`src/rtl/aes_pkg.sv`:
```
// Shared AES types, constants and GF(2^8) helpers
// used by the inverse round datapath.
package aes_pkg;

  localparam int BLOCK_W = 128;

  typedef enum logic [1:0] {
    IDLE,
    SUB,
    MIX,
    DONE
  } state_t;

  function automatic logic [7:0] xtime(input logic [7:0] b);
    return {b[6:0], 1'b0} ^ (b[7] ? 8'h1b : 8'h00);
  endfunction

  function automatic logic [7:0] mul09(input logic [7:0] b);
    logic [7:0] x2, x4, x8;
    x2 = xtime(b);
    x4 = xtime(x2);
    x8 = xtime(x4);
    return x8 ^ b;
  endfunction

  function automatic logic [7:0] mul0b(input logic [7:0] b);
    logic [7:0] x2, x4, x8;
    x2 = xtime(b);
    x4 = xtime(x2);
    x8 = xtime(x4);
    return x8 ^ x2 ^ b;
  endfunction

  function automatic logic [7:0] mul0d(input logic [7:0] b);
    logic [7:0] x2, x4, x8;
    x2 = xtime(b);
    x4 = xtime(x2);
    x8 = xtime(x4);
    return x8 ^ x4 ^ b;
  endfunction

  function automatic logic [7:0] mul0e(input logic [7:0] b);
    logic [7:0] x2, x4, x8;
    x2 = xtime(b);
    x4 = xtime(x2);
    x8 = xtime(x4);
    return x8 ^ x4 ^ x2;
  endfunction

  // Byte b = 4*col + row sits at bits [127-8b -: 8].
  function automatic logic [BLOCK_W-1:0] inv_shift_rows(
    input logic [BLOCK_W-1:0] s
  );
    logic [BLOCK_W-1:0] o;
    o = '0;
    for (int c = 0; c < 4; c++) begin
      for (int r = 0; r < 4; r++) begin
        o[127-8*(4*c+r) -: 8] =
          s[127-8*(4*((c-r+4)%4)+r) -: 8];
      end
    end
    return o;
  endfunction

  function automatic logic [31:0] inv_mix_col(input logic [31:0] a);
    logic [7:0] a0, a1, a2, a3;
    {a0, a1, a2, a3} = a;
    return {
      mul0e(a0) ^ mul0b(a1) ^ mul0d(a2) ^ mul09(a3),
      mul09(a0) ^ mul0e(a1) ^ mul0b(a2) ^ mul0d(a3),
      mul0d(a0) ^ mul09(a1) ^ mul0e(a2) ^ mul0b(a3),
      mul0b(a0) ^ mul0d(a1) ^ mul09(a2) ^ mul0e(a3)
    };
  endfunction

  function automatic logic [BLOCK_W-1:0] inv_mix_columns(
    input logic [BLOCK_W-1:0] s
  );
    logic [BLOCK_W-1:0] o;
    o = '0;
    for (int c = 0; c < 4; c++) begin
      o[127-32*c -: 32] = inv_mix_col(s[127-32*c -: 32]);
    end
    return o;
  endfunction

endpackage

```
`src/rtl/aes_inv_round_inv_sbox.sv`:
```
// AES inverse S-box: combinational 256x8 ROM.
// Entry a sits at bits [2047-8a -: 8] of the table.
module inv_sbox (
  input  logic [7:0] a,
  output logic [7:0] y
);

  localparam logic [2047:0] TABLE = {
    128'h52096ad53036a538bf40a39e81f3d7fb,
    128'h7ce339829b2fff87348e4344c4dee9cb,
    128'h547b9432a6c2233dee4c950b42fac34e,
    128'h082ea16628d924b2765ba2496d8bd125,
    128'h72f8f66486689816d4a45ccc5d65b692,
    128'h6c704850fdedb9da5e154657a78d9d84,
    128'h90d8ab008cbcd30af7e45805b8b34506,
    128'hd02c1e8fca3f0f02c1afbd0301138a6b,
    128'h3a9111414f67dcea97f2cfcef0b4e673,
    128'h96ac7422e7ad3585e2f937e81c75df6e,
    128'h47f11a711d29c5896fb7620eaa18be1b,
    128'hfc563e4bc6d279209adbc0fe78cd5af4,
    128'h1fdda8338807c731b11210592780ec5f,
    128'h60517fa919b54a0d2de57a9f93c99cef,
    128'ha0e03b4dae2af5b0c8ebbb3c83539961,
    128'h172b047eba77d626e169146355210c7d
  };

  assign y = TABLE[{~a, 3'b111} -: 8];

endmodule

```
`src/rtl/aes_inv_round.sv`:
```
// One AES-128 inverse round, one column of InvSubBytes per cycle,
// with valid/ready handshakes on both sides.
module aes_inv_round
  import aes_pkg::*;
(
  input  logic               clk,
  input  logic               rst,
  input  logic               in_valid,
  output logic               in_ready,
  input  logic [BLOCK_W-1:0] state_in,
  input  logic [BLOCK_W-1:0] round_key,
  input  logic               last_round,
  output logic               out_valid,
  input  logic               out_ready,
  output logic [BLOCK_W-1:0] state_out
);

  state_t state, nxt;

  logic [BLOCK_W-1:0] st;
  logic [BLOCK_W-1:0] key;
  logic [BLOCK_W-1:0] res;
  logic               last;
  logic [1:0]         cnt;
  logic [31:0]        col;
  logic [31:0]        sub_col;

  always_comb begin
    col = st[127:96];
    unique case (cnt)
      2'd0: col = st[127:96];
      2'd1: col = st[95:64];
      2'd2: col = st[63:32];
      2'd3: col = st[31:0];
    endcase
  end

  for (genvar i = 0; i < 4; i++) begin : g_sbox
    inv_sbox u_sbox (
      .a(col[31-8*i -: 8]),
      .y(sub_col[31-8*i -: 8])
    );
  end

  always_ff @(posedge clk or posedge rst) begin
    if (rst) state <= IDLE;
    else     state <= nxt;
  end

  always_comb begin
    nxt       = state;
    in_ready  = 1'b0;
    out_valid = 1'b0;
    unique case (state)
      IDLE: begin
        in_ready = 1'b1;
        if (in_valid) nxt = SUB;
      end
      SUB: begin
        if (cnt == 2'd3) nxt = MIX;
      end
      MIX: begin
        nxt = DONE;
      end
      DONE: begin
        out_valid = 1'b1;
        if (out_ready) nxt = IDLE;
      end
    endcase
  end

  always_ff @(posedge clk or posedge rst) begin
    if (rst) begin
      st   <= '0;
      key  <= '0;
      last <= 1'b0;
      cnt  <= 2'd0;
      res  <= '0;
    end else begin
      unique case (state)
        IDLE: begin
          if (in_valid) begin
            st   <= inv_shift_rows(state_in);
            key  <= round_key;
            last <= last_round;
            cnt  <= 2'd0;
          end
        end
        SUB: begin
          unique case (cnt)
            2'd0: st[127:96] <= sub_col;
            2'd1: st[95:64]  <= sub_col;
            2'd2: st[63:32]  <= sub_col;
            2'd3: st[31:0]   <= sub_col;
          endcase
          cnt <= cnt + 2'd1;
        end
        MIX: begin
          res <= last ? (st ^ key)
                      : inv_mix_columns(st ^ key);
        end
        DONE: ;
      endcase
    end
  end

  assign state_out = res;

endmodule

```
`config.mk`:
```
export PLATFORM = sky130hd
export DESIGN_NAME = aes_inv_round
export DESIGN_NICKNAME = d
export VERILOG_FILES = /design/src/rtl/aes_pkg.sv /design/src/rtl/aes_inv_round_inv_sbox.sv /design/src/rtl/aes_inv_round.sv
export SDC_FILE = /design/constraint.sdc
export NUM_CORES = 2
export LEC_CHECK = 0
export BUFFER_PORTS_ARGS = -buffer_cell sky130_fd_sc_hd__buf_2
export CAP_MARGIN = 20
export CORE_MARGIN = 2
export CORE_UTILIZATION = 56
export DETAILED_ROUTE_END_ITERATION = 8
export PLACE_DENSITY = 0.76
export SYNTH_ARGS = -nofsm -noshare
export SYNTH_HDL_FRONTEND = slang
export SYNTH_SLANG_ARGS = --single-unit
```
`constraint.sdc`:
```
create_clock -name clk -period 31.8 [get_ports clk]
set_input_delay 1.59 -clock clk [delete_from_list [all_inputs] [get_ports clk]]
set_output_delay 1.59 -clock clk [all_outputs]
set_load 0.1 [all_outputs]
```
==> flow_summary.ini <==
[yosys]
yosysMostFrequentCell = xnor2_1
async_flop_share = 1.00
netlist_area_mm2 = 0.0387
synth.avg_cell_area_um2 = 8.19
yosysWarnings = 0
synth-seq-cells = 389
synth_common_cells = xnor2_1, nand2_1, dfrtp_1, nor2_1, o21ai_0
synth_top_flop_cell = dfrtp_1
synth-seq-area-share = 0.251
synth_area_leaders = dfrtp_1, xnor2_1, o21ai_0
ys_types = 104
syn-num-nets = 5050
synth_top_area_frac = 0.251
synthCells = 4725
synth-edff-count = 0
synth.largest_area_cell = dfrtp_1

[cts]
h-tree-depth = 2
numClockSinks = 389
numCtsBuffers = 41
clock_path_buffers = 3
cts_tree = built
clk_latency_ns = 0.61
cts_setup_buffers = 0
cts-root-buf = clkbuf_16
clk_pin_slew_worst_paths_ns = 0.07
cts_hold_buf = 0
cts.repair.resized = 0

[final_layout]
fill_cells = 5840
num-nets-final = 5223
drive_gt1_frac = 0.177
multi_input_area_mm2 = 0.0270
syn_to_final_growth_pct = 10.0
layout.area.seq_mm2 = 0.00974

[route]
first_iter_violations = 7780
drc = 23
avgRoutedWirePerCell_um = 32.2
num_vias = 42471
wl_um = 188000
vias_per_cell = 7.29
antenna_left = 0
dr.pass1.iters = 9

[status]
status = complete, but fails checks
violations = design-rule violations

[floorplan]
die-area_mm2 = 0.0713
start_util = 0.566
die_h_um = 267
die_x_um = 267
fp-row-count = 96
num_io_pins = 391
core-area_mm2 = 0.0685

[global_route]
grt_max_degree = 161
grt-ovfl-total = 0
grt_pass1_vias = 39701
antenna_found_initial = 18
grt_usage = 0.507
grt_pass1_wl_um = 270000

[setup_path]
critPathLaunchType = flop
required_ns = 32.25
critPathKind = reg -> reg
worstPathMaxFanout = 61
cp-end-kind = flop
crit_arrival_ns = 6.74

[placed_design]
numPortBuffers = 390
hpwl_um = 138000
place_congestion = 1.11

[timing]
finalClockSkew_ns = 0.0239
tightest_slew_ns = 1.27
slew_violations = 0
tns_ns = 0
finalHoldViolations = 0
maxSlewHeadroom = 0.150
finalSetupViolations = 0
max_freq_mhz = 159
min_period_over_period = 0.198
rsz0062_at_grt = no
post-route-min-period_ns = 6.29

[min_path]
hp-class = reg -> reg

[flow_run]
maxCapViolCount = 0
==> final timing paths <==
check | startpoint | to | slack (ns) | cells after the start
max in group asynchronous | rst | st[88] | 29.21 | 3
worst max-delay path | cnt[0] | st[73] | 25.51 | 15
worst min register to register | state_out[19] | state_out[19] | 0.50 | 2
min in group asynchronous | rst | state_out[105] | 1.06 | 2
worst max register to register | cnt[0] | st[73] | 25.51 | 15
worst min-delay path | state_out[19] | state_out[19] | 0.50 | 2
==> per-layer routing <==
layer | track usage | vias up | wire [um]
met4 | 0.319 | 20 | 16000
met3 | 0.179 | 1056 | 28400
met1 | 0.634 | 20141 | 66100
met5 | 0.00970 | - | 119
met2 | 0.744 | 3885 | 77100
li1 | - | 17369 | -
==> critical path, stage by stage, from the launching register on <==
cell and delay (ns):
dfrtp_1 0.40, inv_1 0.12, ha_1 0.74, buf_4 0.40, a222oi_1 0.16, buf_4 0.24, a21oi_4 0.13, buf_4 0.57
inv_2 0.56, nor2_1 0.53, a211oi_1 0.10, a311oi_1 0.48, o31ai_1 0.12, o311ai_0 0.71, o311a_1 0.61, o21ai_1 0.16
==> registers in the layout, indices dropped and copies added (netlist names) <==
| register | flops |
|---|---|
| cnt | 2 |
| key | 128 |
| last | 1 |
| st | 128 |
| state | 2 |
| state_out | 128 |
==> area by class of cell <==
| type | count | area share |
|---|---|---|
| inverter | 130 | 0.0117 |
| sequential | 389 | 0.229 |
| timing repair buffer | 500 | 0.0655 |
| clock inverter | 21 | 0.00626 |
| clock buffer | 53 | 0.0271 |
| tap | 882 | 0.0259 |
| multi-input combinational | 3836 | 0.634 |
| antenna | 13 | 0.000764 |
==> placed cells by master (no fill, tap or decap), types with 37 or more instances in the layout <==
cell type and instances:
xnor2_1 756, nand2_1 437, buf_2 390, dfrtp_1 388, nor2_1 369, o21ai_0 357
a21oi_1 323, mux2_2 153, o211ai_1 129, xor2_1 118, inv_1 115, buf_4 108
nor3_1 84, nand3_1 79, a31oi_1 77, a211oi_1 67, ha_1 62, xnor2_2 55
a311oi_1 51, clkbuf_16 42, o221ai_1 39, o22ai_1 37
==> kinds of logic (layout without fill, tap and decap cells) <==
kind of cell,after synthesis,in the layout,share of synthesized area
and+or+nand+nor,1106,1106,0.123
xor gates and xnor gates,946,946,0.230
DFF,389,389,0.251
buffers and inverters,500,704,0.0570
other,0,13,0
adders and majority gates,64,64,0.0207
muxes,191,191,0.0551
AOI/OAI and AO/OA,1529,1529,0.263
==> per-stage QoR <==
| step | hold slack (ns) | instances | worst slack (ns) | cell area (um^2) | utilization |
|---|---|---|---|---|---|
| after floorplan | 0.491 | 4725 | 19.40 | 38700 | - |
| after global placement | 0.476 | 5735 | 26.17 | 41100 | 0.601 |
| after detailed placement | 0.480 | 5736 | 26.03 | 41100 | 0.601 |
| after CTS | 0.499 | 5810 | 25.98 | 42600 | 0.622 |
| after global routing | 0.528 | 5814 | 25.49 | 42600 | 0.622 |
| final | 0.498 | 5824 | 25.51 | 42600 | 0.622 |
Power is left out: the tool's default activity adds up to more than one toggle a clock period on the data nets, which glitch-free logic cannot reach.
